$ cat src/rtl/dense_layer_seq.sv
// rtl/dense_layer_seq.sv - time-multiplexed dense layer sequencer with one shared MAC
// Optional build macro: DENSE_SEQ_SATURATE_EN (clamp results instead of wrapping)
module dense_layer_seq #(
  parameter int B     = 2,
  parameter int M     = 3,
  parameter int N     = 4,
  parameter int WIDTH = 32,
  parameter int FRAC  = 16,
  localparam int WAW  = (M * N > 1) ? $clog2(M * N) : 1,
  localparam int XAW  = (B * N > 1) ? $clog2(B * N) : 1,
  localparam int BAW  = (M > 1) ? $clog2(M) : 1,
  localparam int RAW  = (B * M > 1) ? $clog2(B * M) : 1
) (
  input  logic             clk,
  input  logic             rst_n,
  input  logic             start,
  output logic             busy,
  output logic             done,
  output logic             w_re,
  output logic [WAW-1:0]   w_addr,
  input  logic [WIDTH-1:0] w_rdata,
  output logic             x_re,
  output logic [XAW-1:0]   x_addr,
  input  logic [WIDTH-1:0] x_rdata,
  output logic             b_re,
  output logic [BAW-1:0]   b_addr,
  input  logic [WIDTH-1:0] b_rdata,
  output logic             res_we,
  output logic [RAW-1:0]   res_addr,
  output logic [WIDTH-1:0] res_wdata
);

  localparam int BW = (B > 1) ? $clog2(B) : 1;
  localparam int MW = (M > 1) ? $clog2(M) : 1;
  localparam int NW = (N > 1) ? $clog2(N) : 1;
  localparam int AW = 2 * WIDTH;

  typedef enum logic [2:0] {IDLE, RUN, DRAIN, WRITE, DONE} state_t;

  state_t state, state_nxt;

  logic [BW-1:0] b_cnt, b_nxt;
  logic [MW-1:0] m_cnt, m_nxt;
  logic [NW-1:0] n_cnt, n_nxt;

  logic signed [AW-1:0]  acc;
  logic        [WIDTH-1:0] bias_q;
  logic                  prod_vld;
  logic                  bias_vld;

  logic signed [AW-1:0] w_ext;
  logic signed [AW-1:0] x_ext;
  logic signed [AW-1:0] prod;
  logic signed [AW-1:0] bias_ext;
  logic signed [AW-1:0] sum;
  logic signed [AW-1:0] sum_sh;
  logic [WIDTH-1:0]     res_val;

  // Full-width signed product of the SRAM words returned this cycle
  assign w_ext = {{WIDTH{w_rdata[WIDTH-1]}}, w_rdata};
  assign x_ext = {{WIDTH{x_rdata[WIDTH-1]}}, x_rdata};
  assign prod  = w_ext * x_ext;

  // Bias is aligned to the product's Q(2*FRAC) point, then the sum is floored back to Q(FRAC)
  assign bias_ext = {{WIDTH{bias_q[WIDTH-1]}}, bias_q};
  assign sum      = acc + (bias_ext <<< FRAC);
  assign sum_sh   = sum >>> FRAC;

`ifdef DENSE_SEQ_SATURATE_EN
  localparam logic signed [AW-1:0] SAT_MAX = {{(WIDTH + 1){1'b0}}, {(WIDTH - 1){1'b1}}};
  localparam logic signed [AW-1:0] SAT_MIN = {{(WIDTH + 1){1'b1}}, {(WIDTH - 1){1'b0}}};

  // Clamp the full-precision result into the signed WIDTH range
  always_comb begin
    res_val = sum_sh[WIDTH-1:0];
    if (sum_sh > SAT_MAX) begin
      res_val = SAT_MAX[WIDTH-1:0];
    end else if (sum_sh < SAT_MIN) begin
      res_val = SAT_MIN[WIDTH-1:0];
    end
  end
`else
  logic sat_unused;

  // Wrap: only the low WIDTH bits of the shifted sum reach the result buffer
  assign res_val    = sum_sh[WIDTH-1:0];
  assign sat_unused = ^sum_sh[AW-1:WIDTH];
`endif

  // State and loop counter registers
  always_ff @(posedge clk or negedge rst_n) begin
    if (!rst_n) begin
      state <= IDLE;
      b_cnt <= '0;
      m_cnt <= '0;
      n_cnt <= '0;
    end else begin
      state <= state_nxt;
      b_cnt <= b_nxt;
      m_cnt <= m_nxt;
      n_cnt <= n_nxt;
    end
  end

  // Next-state and counter sequencing: N reads per element, then drain and write
  always_comb begin
    state_nxt = state;
    b_nxt     = b_cnt;
    m_nxt     = m_cnt;
    n_nxt     = n_cnt;
    case (state)
      IDLE: begin
        if (start) begin
          state_nxt = RUN;
          b_nxt     = '0;
          m_nxt     = '0;
          n_nxt     = '0;
        end
      end
      RUN: begin
        if (n_cnt == NW'(N - 1)) begin
          n_nxt     = '0;
          state_nxt = DRAIN;
        end else begin
          n_nxt = n_cnt + 1'b1;
        end
      end
      DRAIN: begin
        state_nxt = WRITE;
      end
      WRITE: begin
        if (m_cnt != MW'(M - 1)) begin
          m_nxt     = m_cnt + 1'b1;
          state_nxt = RUN;
        end else begin
          m_nxt = '0;
          if (b_cnt != BW'(B - 1)) begin
            b_nxt     = b_cnt + 1'b1;
            state_nxt = RUN;
          end else begin
            b_nxt     = '0;
            state_nxt = DONE;
          end
        end
      end
      DONE: begin
        state_nxt = IDLE;
      end
      default: begin
        state_nxt = IDLE;
      end
    endcase
  end

  // SRAM read strobes, result write and status, all decoded from the current state
  always_comb begin
    busy      = (state != IDLE);
    done      = (state == DONE);
    w_re      = 1'b0;
    x_re      = 1'b0;
    b_re      = 1'b0;
    w_addr    = '0;
    x_addr    = '0;
    b_addr    = '0;
    res_we    = 1'b0;
    res_addr  = '0;
    res_wdata = '0;
    if (state == RUN) begin
      w_re   = 1'b1;
      x_re   = 1'b1;
      w_addr = WAW'(int'(m_cnt) * N + int'(n_cnt));
      x_addr = XAW'(int'(b_cnt) * N + int'(n_cnt));
      if (n_cnt == '0) begin
        b_re   = 1'b1;
        b_addr = BAW'(m_cnt);
      end
    end
    if (state == WRITE) begin
      res_we    = 1'b1;
      res_addr  = RAW'(int'(b_cnt) * M + int'(m_cnt));
      res_wdata = res_val;
    end
  end

  // Track which SRAM reads return data this cycle (one-cycle read latency)
  always_ff @(posedge clk or negedge rst_n) begin
    if (!rst_n) begin
      prod_vld <= 1'b0;
      bias_vld <= 1'b0;
    end else begin
      prod_vld <= (state == RUN);
      bias_vld <= b_re;
    end
  end

  // Capture the bias word in the cycle it comes back from the SRAM
  always_ff @(posedge clk or negedge rst_n) begin
    if (!rst_n) begin
      bias_q <= '0;
    end else if (bias_vld) begin
      bias_q <= b_rdata;
    end
  end

  // Shared accumulator: cleared at pass start and after every write, wraps at 2*WIDTH
  always_ff @(posedge clk or negedge rst_n) begin
    if (!rst_n) begin
      acc <= '0;
    end else if ((state == IDLE && start) || state == WRITE) begin
      acc <= '0;
    end else if (prod_vld) begin
      acc <= acc + prod;
    end
  end

endmodule

$ cat config.mk
export PLATFORM = sky130hd
export DESIGN_NAME = dense_layer_seq
export DESIGN_NICKNAME = d
export VERILOG_FILES = /design/src/rtl/dense_layer_seq.sv
export SDC_FILE = /design/constraint.sdc
export NUM_CORES = 2
export LEC_CHECK = 0
export ABC_AREA = 1
export CAP_MARGIN = 25
export CORE_AREA = 4 4 281 283
export CTS_BUF_LIST = sky130_fd_sc_hd__clkbuf_8
export CTS_CLUSTER_DIAMETER = 80
export DETAILED_ROUTE_END_ITERATION = 12
export DIE_AREA = 0 0 285 287
export PLACE_DENSITY = 0.75
export SLEW_MARGIN = 20
export SYNTH_ARGS = -nofsm -noshare
export SYNTH_HDL_FRONTEND = slang
export SYNTH_SLANG_ARGS = --single-unit
$ cat constraint.sdc
create_clock -name clk -period 7.35 [get_ports clk]
set_input_delay 0.735 -clock clk [delete_from_list [all_inputs] [get_ports clk]]
set_output_delay 0.735 -clock clk [all_outputs]
set_load 0.01 [all_outputs]
==> impl_metrics.yaml <==
run_status:
  run_status: "complete, no violations"
die:
  dieArea_um2: 81800
  die-height_um: 287
  core.rowCount: 102
  starting_density_of_the_core_pct: 49.55
  num_io_pins: 149
  die_width_um: 285
  core_area_um2: 76700
flow_run:
  maxCapViolations: 0
synthesis:
  post_synth_inst_count: 4795
  syn_area_per_cell_um2: 7.925
  yosys.cell_types.count: 53
  synth_flop_cell: "dfrtp_1"
  ys_ff_latch: 90
  combinational_family_with_the_most_area_after_synthesis: "adder cells"
  synth_seq_area_share_pct: 5.926
  synth_fa_ha_area_share_pct: 54.90
  fraction_of_the_mapped_netlist_area_in_compound_gates_pct: 4.985
  number_of_synthesized_flops_with_an_enable_pin: 0
  synthArstFlopShare_pct: 100.0
  syn_area_um2: 38000
  yosys.area_share.xor_xnor_pct: 0.5301
  synth.yosys.warnings: 0
  postSynthNetCount: 6018
  synth_mux_area_share_pct: 0.9482
  synth-simple-area-share_pct: 15.93
clock_tree:
  cts-htree-levels: 3
  cts_root_cell: "clkbuf_8"
  cts_max_path_buffers: 2
  cts_inserted_buffers: 9
  cts_tree: "built"
  clock_insertion_delay_worst_skew_ps: 400
  cts-hold-fix-buffers: 0
  clock-sinks: 90
  clk_transition_reported_paths_ps: 100
setup_path:
  critical_path.max_fanout: 10
  rr_worst_depth: 26
  worst_r2r_startpoint: "acc[20]$_DFFE_PN0P_"
  r2r-end: "acc[39]$_DFFE_PN0P_"
  arrival_ps: 7560
  r2r_setup_slack_ps: 570
  critical_path_required_ps: 7650
  setup.worst_path.end_class: "register"
  timing_worst_setup_path_type: "in2reg"
  worst_setup_path_start_kind: "input port"
timing:
  layout_min_cycle_time_ps: 7257
  timing_hold_violations_final: 0
  final.period_utilization_pct: 98.73
  worst-slew-pin-transition_ps: 952.9
  rsz0062_at_grt: "true"
  number_of_setup_violations_in_the_final_report: 0
  finalClockSkew_ps: 20.94
  whs_ps: 314.9
  setup_tns_ps: 0
  slew_headroom_pct: 36.38
  max_freq_ghz: 0.1378
  report.final.slew_viol_count: 0
finish:
  multiInputGateArea_um2: 30170
  area_delta_synth_final_pct: 22.37
  final_core_utilization_pct: 60.63
  nets: 6468
  fill_cells: 6275
  ff_latch_area_um2: 2252
  layout.cell_area.non_filler_um2: 46500
  drive_above_1_share_pct: 14.80
drt:
  number_of_optimization_iterations_in_the_first_detailed_route_pass: 8
  route.detailed.drc: 0
  detail_route.vias_per_cell: 5.150
  ant_nets: 0
  vias_after_detailed_routing: 32400
  routed_wirelength_um: 119100
  drt-wirelength-per-cell_um: 18.94
  detail_route.iter0.violations: 2446
global_route:
  global_route.peak_usage_layer: "met2"
  gr-usage-met3_pct: 3.830
  grt_pass1_vias: 34130
  grt_util_met1_pct: 36.66
  grt_pass1_wl_um: 176500
  initial_antenna_violation_count: 2
  maximum_number_of_pins_on_one_net_before_global_route_repair: 58
  grt_use_total_pct: 26.93
  grt.met2_usage_pct: 45.76
  grt.overflow.total: 0
worst_hold_path:
  holdCritPathClass: "in2async"
place:
  place_area_um2: 44180
  numPortBuffers: 148
  globalplace.congestion: 0.9391
  place.detailed.hpwl_um: 94550
==> critical path, stage by stage <==
cell,delay [ps]
clkdlybuf4s50_1,510
buf_12,160
nand2_1,120
fa_1,600
inv_1,70
fa_1,490
fa_1,530
inv_1,50
fa_1,480
inv_1,60
fa_1,500
fa_1,530
fa_1,500
inv_1,50
fa_1,520
inv_1,50
ha_1,280
buf_4,170
nand2_2,90
nor2_2,50
inv_2,100
o21ai_0,130
buf_4,150
a21oi_1,150
nand3_2,150
a21oi_2,170
o21ai_2,70
o21ai_1,90
==> area by class of cell <==
type	count	area share, %
sequential	90	4.843
clock buffer	9	0.2664
timing repair buffer	638	15.04
tap	1040	2.798
clock inverter	7	0.1722
multi-input combinational	3022	64.89
inverter	1484	11.99
antenna	1	0.005381
==> layout by cell type, fill, tap and decap left out, types with 27 or more instances in the layout <==
cell type        count
a21oi_1             91
a21oi_2             28
buf_12              82
buf_4              342
buf_6               31
clkbuf_16           31
clkdlybuf4s50_1     99
dfrtp_1             90
dlymetal6s2s_1      43
fa_1               876
fa_2                30
ha_1               194
inv_1             1453
inv_2               27
mux2_2              32
nand2_1           1196
nand3_1             66
nor2_1             135
o21ai_0             73
o21ai_1             35
==> state kept, by name (all words and copies together) (netlist names) <==
signal	flops
acc	48
b_cnt	1
bias_q	32
bias_vld	1
m_cnt	2
n_cnt	2
prod_vld	1
state	3
==> worst max-delay path by stage <==
stage | from | end | slack, ps | depth (start not counted)
floorplan | w_rdata[31] | acc[44]$_DFFE_PN0P_ | 9 | 26
global placement | x_rdata[8] | acc[43]$_DFFE_PN0P_ | -530 | 27
detailed placement | w_rdata[31] | acc[41]$_DFFE_PN0P_ | -610 | 27
CTS | w_rdata[20] | acc[41]$_DFFE_PN0P_ | -1 | 28
global route | w_rdata[28] | acc[43]$_DFFE_PN0P_ | -100 | 29
finish | w_rdata[28] | acc[43]$_DFFE_PN0P_ | 90 | 28
==> cells by family (layout without fill, tap and decap cells) <==
| group | count (synthesis) | count (layout) |
|---|---|---|
| simple gates | 1518 | 1518 |
| compound gates | 325 | 325 |
| mux | 32 | 32 |
| buf+inv | 1683 | 2138 |
| xor+xnor | 23 | 23 |
| flops | 90 | 90 |
| fa+ha+maj | 1124 | 1124 |
| other cells | 0 | 1 |
==> layer usage <==
metal,share of wire [%],up-vias
met5,0.011,-
met1,38,16000
li1,-,14470
met3,8.0,404
met4,6.7,2
met2,47,1516
==> metrics by stage <==
step           cells  worst slack (ps)
3_5_place_dp    6217            -612.6
6_report        6291             93.42
4_1_cts         6236            -1.183
3_3_place_gp    6217            -531.9
2_1_floorplan   4795             8.572
5_1_grt         6291            -97.75
==> synth_stat cells, types with 5 or more instances <==
cell type	number	area [um2]
a21o_1	11	82.58
a21oi_1	110	550.5
a21oi_2	9	78.83
a31oi_1	17	106.4
buf_1	18	67.56
buf_2	19	95.09
buf_4	7	52.55
clkbuf_1	154	578.1
dfrtp_1	90	2252
fa_1	906	18140
ha_1	218	2728
inv_1	1476	5540
inv_2	6	22.52
mux2_2	32	360.4
nand2_1	1212	4549
nand2_2	9	56.30
nand3_1	70	350.3
nand3_2	5	50.05
nand3b_1	6	45.04
nand4_1	12	75.07
nor2_1	159	596.8
nor2_2	7	43.79
nor3_1	12	60.06
nor4_1	5	31.28
o21a_1	5	37.54
o21ai_0	92	460.4
o21ai_1	26	130.1
o21ai_2	6	52.55
o21bai_1	11	82.58
o22ai_1	20	125.1
or2_2	7	43.79
xnor2_1	12	105.1
xor2_1	11	96.34
==> what timing repair did <==
item                                    in CTS  in global routing
endpoints found under the setup margin      13                 27
pin swaps                                   10                108
resized for setup                           35                279
endpoints found under the hold margin        0                  0
buffers inserted                             2                 24
cloned                                       1                 31
Power is not shown: default switching activity piles up to over one toggle a cycle in this logic, so the estimate is an artifact.
